==> config.mk <==
export PLATFORM = sky130hd
export DESIGN_NAME = mp_cache_data_arbiter
export DESIGN_NICKNAME = d
export VERILOG_FILES = /design/src/rtl/mp_cache_data_arbiter.sv
export SDC_FILE = /design/constraint.sdc
export NUM_CORES = 1
export LEC_CHECK = 0
export BUFFER_PORTS_ARGS = -buffer_cell sky130_fd_sc_hd__buf_2
export CORE_AREA = 5 5 544 546
export CTS_CLUSTER_SIZE = 25
export DETAILED_ROUTE_END_ITERATION = 16
export DIE_AREA = 0 0 549 551
export PLACE_DENSITY = 0.3
export SYNTH_ARGS = -nofsm -noshare
export SYNTH_HDL_FRONTEND = slang
export SYNTH_SLANG_ARGS = --single-unit
export TNS_END_PERCENT = 20
==> constraint.sdc <==
create_clock -name clk -period 2.6 [get_ports clk]
set_input_delay 0.13 -clock clk [delete_from_list [all_inputs] [get_ports clk]]
set_output_delay 0.13 -clock clk [all_outputs]
set_load 0.01 [all_outputs]
==> src/rtl/mp_cache_data_arbiter.sv <==
// mp_cache_data_arbiter: port-0 owner of the cache data SRAM, zero-fills it after reset and arbitrates core/mem accesses
module mp_cache_data_arbiter #(
  parameter int ADDR_WIDTH   = 4,
  parameter int DATA_WIDTH   = 256,
  parameter int NUM_WMASKS   = 32,
  parameter int STARVE_LIMIT = 4
) (
  input  logic                  clk,
  input  logic                  rst_n,
  output logic                  init_done,
  input  logic                  core_req,
  input  logic                  core_we,
  input  logic [ADDR_WIDTH-1:0] core_addr,
  input  logic [NUM_WMASKS-1:0] core_wmask,
  input  logic [DATA_WIDTH-1:0] core_wdata,
  output logic                  core_gnt,
  output logic                  core_rvalid,
  input  logic                  mem_req,
  input  logic                  mem_we,
  input  logic [ADDR_WIDTH-1:0] mem_addr,
  input  logic [NUM_WMASKS-1:0] mem_wmask,
  input  logic [DATA_WIDTH-1:0] mem_wdata,
  output logic                  mem_gnt,
  output logic                  mem_rvalid,
  output logic [DATA_WIDTH-1:0] rdata,
  output logic                  sram_csb0,
  output logic                  sram_web0,
  output logic [ADDR_WIDTH-1:0] sram_addr0,
  output logic [NUM_WMASKS-1:0] sram_wmask0,
  output logic [DATA_WIDTH-1:0] sram_din0,
  input  logic [DATA_WIDTH-1:0] sram_dout0
);
  localparam int SW = $clog2(STARVE_LIMIT + 1);
  typedef enum logic [1:0] {INIT, CLOSE, RUN} state_t;
  state_t                state;
  logic [ADDR_WIDTH-1:0] idx;
  logic [SW-1:0]         starve_cnt;
  logic                  last_wr;
  logic [ADDR_WIDTH-1:0] last_wr_addr;
  logic                  run;
  logic                  core_ok;
  logic                  mem_ok;
  logic                  wr;
  assign run       = state == RUN;
  assign init_done = run;
  assign rdata     = sram_dout0;
  assign core_ok   = core_req && !(last_wr && !core_we && core_addr == last_wr_addr);
  assign mem_ok    = mem_req && !(last_wr && !mem_we && mem_addr == last_wr_addr);
  assign core_gnt  = run && core_ok && (starve_cnt == SW'(STARVE_LIMIT) || !mem_ok);
  assign mem_gnt   = run && mem_ok && !core_gnt;
  assign wr        = core_gnt ? core_we : mem_gnt && mem_we;
  always_comb begin
    sram_csb0   = !(!run || core_gnt || mem_gnt || last_wr);
    sram_web0   = state == INIT ? 1'b0 : core_gnt ? !core_we : mem_gnt ? !mem_we : 1'b1;
    sram_addr0  = !run ? idx : core_gnt ? core_addr : mem_gnt ? mem_addr : last_wr_addr;
    sram_wmask0 = state == INIT ? '1 : core_gnt ? core_wmask : mem_gnt ? mem_wmask : '0;
    sram_din0   = core_gnt ? core_wdata : mem_gnt ? mem_wdata : '0;
  end
  always_ff @(posedge clk or negedge rst_n) begin
    if (!rst_n) begin
      state        <= INIT;
      idx          <= '0;
      starve_cnt   <= '0;
      core_rvalid  <= 1'b0;
      mem_rvalid   <= 1'b0;
      last_wr      <= 1'b0;
      last_wr_addr <= '0;
    end else begin
      state        <= state == INIT ? (&idx ? CLOSE : INIT) : RUN;
      idx          <= state == INIT && !(&idx) ? idx + 1'b1 : idx;
      core_rvalid  <= core_gnt && !core_we;
      mem_rvalid   <= mem_gnt && !mem_we;
      last_wr      <= wr;
      last_wr_addr <= wr ? (core_gnt ? core_addr : mem_addr) : last_wr_addr;
      starve_cnt   <= run && core_req && !core_gnt ?
                      (starve_cnt == SW'(STARVE_LIMIT) ? starve_cnt : starve_cnt + 1'b1) : '0;
    end
  end
endmodule

==> results_dict.tcl <==
set metrics [dict create \
    crit_path_frequent_cell "nor3_2" \
    cp_slowest_stage_delay_ns 0.42 \
    fin_area_sq_um 15780 \
    max_slew.worst_pin.slew_ns 0.7514 \
    grt_pass1_wl_mm 247.2 \
    ys.flop_type "dfrtp_1" \
    grt_pass1_vias 10090 \
    slew_headroom 0.4979 \
    grt_max_degree 41 \
    fin_skew_ns 0.004268 \
    report.final.setup_viol 0 \
    p_leak_nw 6.389 \
    routed_via_density 2.017 \
    area_growth_pct 167.7 \
    core-area_sq_um 290100 \
    reg2reg_to "last_wr_addr[2]" \
    die-width_microns 549 \
    syn_inst 723 \
    min_path_cells 2 \
    cp.arrival_ns 2.44 \
    ant_nets 0 \
    cap_violations 0 \
    fmax_mhz 389.6 \
    ff2ff_path_depth 7 \
    antenna_found_initial 301 \
    overflow 0 \
    h-tree-depth 1 \
    r2r_start "last_wr_addr[1]" \
    wire_per_inst_microns 42.75 \
    start_util 0.02031 \
    rsz0062_at_grt "true" \
    crit_path_top_delay_cell "dfrtp_1" \
    cp_max_fo 12 \
    met3_length_mm 46.32 \
    path_cells "xor2_1 -> nor3_2 -> a21oi_2 -> nor3_2 -> buf_6 -> buf_16 -> buf_4 -> a22o_1 -> buf_12" \
    dp_hpwl_mm 219.6 \
    status "completed" \
    cts_inserted_buffers 3 \
    fin_setup_tns_ns 0 \
    period_minus_slack_ns 2.567 \
    finalWirelength_mm 227.1 \
    cp-end-kind "output port" \
    die_area_sq_um 302500 \
    cts_tree "done" \
    io_buffers 888 \
    critPathLaunchType "register" \
    clk_pin_slew_ns 0.05 \
    drc_errors 0 \
    finalCritPeriodShare 0.9871 \
    synth_seq_area_share 0.06794 \
    cp.required_ns 2.47 \
    synth-edff-count 0 \
    globalRouteTotalUtil 0.1418 \
    synthArstFlopShare 1.000 \
    met2_length_mm 97.91 \
    clock-sinks 16 \
    ff2ff_setup_slack_ns 0.58 \
    io_pins 1401 \
    clockRootBuffer "clkbuf_16" \
    layout_commonest_cell "buf_2" \
    cts_buffer_depth 2 \
    synth_area_sq_um 5893 \
    ir_worst_vdd_mv 0.2021 \
    setup.worst_path.start "last_wr_addr[1]" \
    synth.distinct_cells 35 \
    top_layer "met5" \
    placed_area_sq_um 14710 \
    wl_met1_mm 74.90 \
    fp-row-count 198 \
    num_vias 10720 \
    min_from "core_we" \
    hold_end "core_rvalid" \
    min_path_type "in2reg" \
    p_per_area_nw_per_um2 245.6 \
    drt_iter0_drc 470 \
    drv_slew 0 \
    gp_congestion 0.8268 \
    drive_gt1_frac 0.7538 \
    worst-setup-path-type "reg2out" \
    final_hold_viol_count 0 \
    nets 2219 \
    drtPass1Iterations 5 \
    clk_latency_ns 0.25 \
    avgSynthCellArea_sq_um 8.151 \
    layout_common_cells "762 x buf_2, 221 x a22o_1, 92 x buf_12" \
    ys_ff_latch 16 \
    synth_fp_nets 1572 \
    synth_warnings 0 \
    die_h_microns 551 \
]
-- cell usage after synthesis, types with 5 or more instances --
library cell  instances  area (sq um)
a221o_1              32         320.3
a22o_1              256          2242
buf_2                37         185.2
buf_4               275          2064
clkbuf_1             14         52.55
dfrtp_1              16         400.4
inv_1                 8         30.03
nand2_1               9         33.78
nand3_1               6         30.03
nor2_1                6         22.52
o21ai_0               5         25.02
xnor2_1               5         43.79
xor2_1                5         43.79
-- flip-flops by register name, indices dropped and copies added, names as in the netlist --
signal        count
mem_rvalid        1
last_wr           1
last_wr_addr      4
idx               4
core_rvalid       1
state             2
starve_cnt        3
-- kinds of logic after synthesis --
group           Yosys count  synth area share
simple gates             43           0.03928
compound gates          312            0.4667
flops                    16           0.06794
fa+ha+maj                 3          0.006370
buf+inv                 336            0.3996
xor+xnor                 10           0.01486
mux                       3          0.005308
-- area by class of cell --
class,instances,area [sq um]
repair buffers,970,6815
diodes,44,110.1
inverters,8,30.03
well taps,3900,4880
flip-flops and latches,16,400.4
clock buffers,4,88.84
fillers,34440,274300
multi-input cells,371,3455
-- per-layer routing --
| layer | track usage | vias up |
|---|---|---|
| li1 | - | 3872 |
| met1 | 0.1381 | 4606 |
| met2 | 0.2261 | 1629 |
| met3 | 0.1277 | 580 |
| met4 | 0.02705 | 30 |
| met5 | 0 | - |
-- through the flow --
stage / setup slack, ns / utilization / hold slack (ns) / instances / power (mW)
final: 0.03346 / 0.05439 / 0.09161 / 5313 / 3.876
after global routing: -0.1327 / 0.05423 / 0.1110 / 5294 / 4.133
after CTS: -0.03633 / 0.05238 / 0.09734 / 5262 / 3.863
after detailed placement: -0.02706 / 0.05072 / 0.09782 / 5243 / 3.401
after global placement: 0.02728 / 0.05072 / 0.08577 / 5243 / 3.396
after floorplan: 0.6141 / - / -0.1656 / 723 / 1.553
-- worst max-delay path, delay by kind of cell (launching register included) --
| family | cells | cell delay (ns) |
|---|---|---|
| compound gates | 2 | 0.33 |
| xor+xnor | 1 | 0.19 |
| buf+inv | 4 | 0.74 |
| flops | 1 | 0.42 |
| simple gates | 2 | 0.45 |
-- power breakdown --
part	internal (mW)	leakage (nW)	total [mW]	switching (mW)
clock	0.234	0.0444	0.343	0.109
combinational	1.48	6.16	3.25	1.77
sequential	0.265	0.181	0.283	0.0187
total	1.98	6.39	3.88	1.89
-- how the worst max path moves through the flow --
stage,endpoint
after global placement,sram_din0[160]
after CTS,sram_din0[100]
after detailed placement,sram_din0[160]
after global routing,sram_din0[119]
after floorplan,sram_din0[170]
final,sram_din0[103]
-- timing repair --
item                                    CTS  global route
hold endpoints to repair                 16             0
gates resized for setup                  50           103
gates cloned                              2             2
buffers inserted                         12             7
pin swaps                                 5            19
endpoints found under the setup margin  188           253
hold buffers                              1             0
Note: power is estimated with default switching activity, not from simulation.
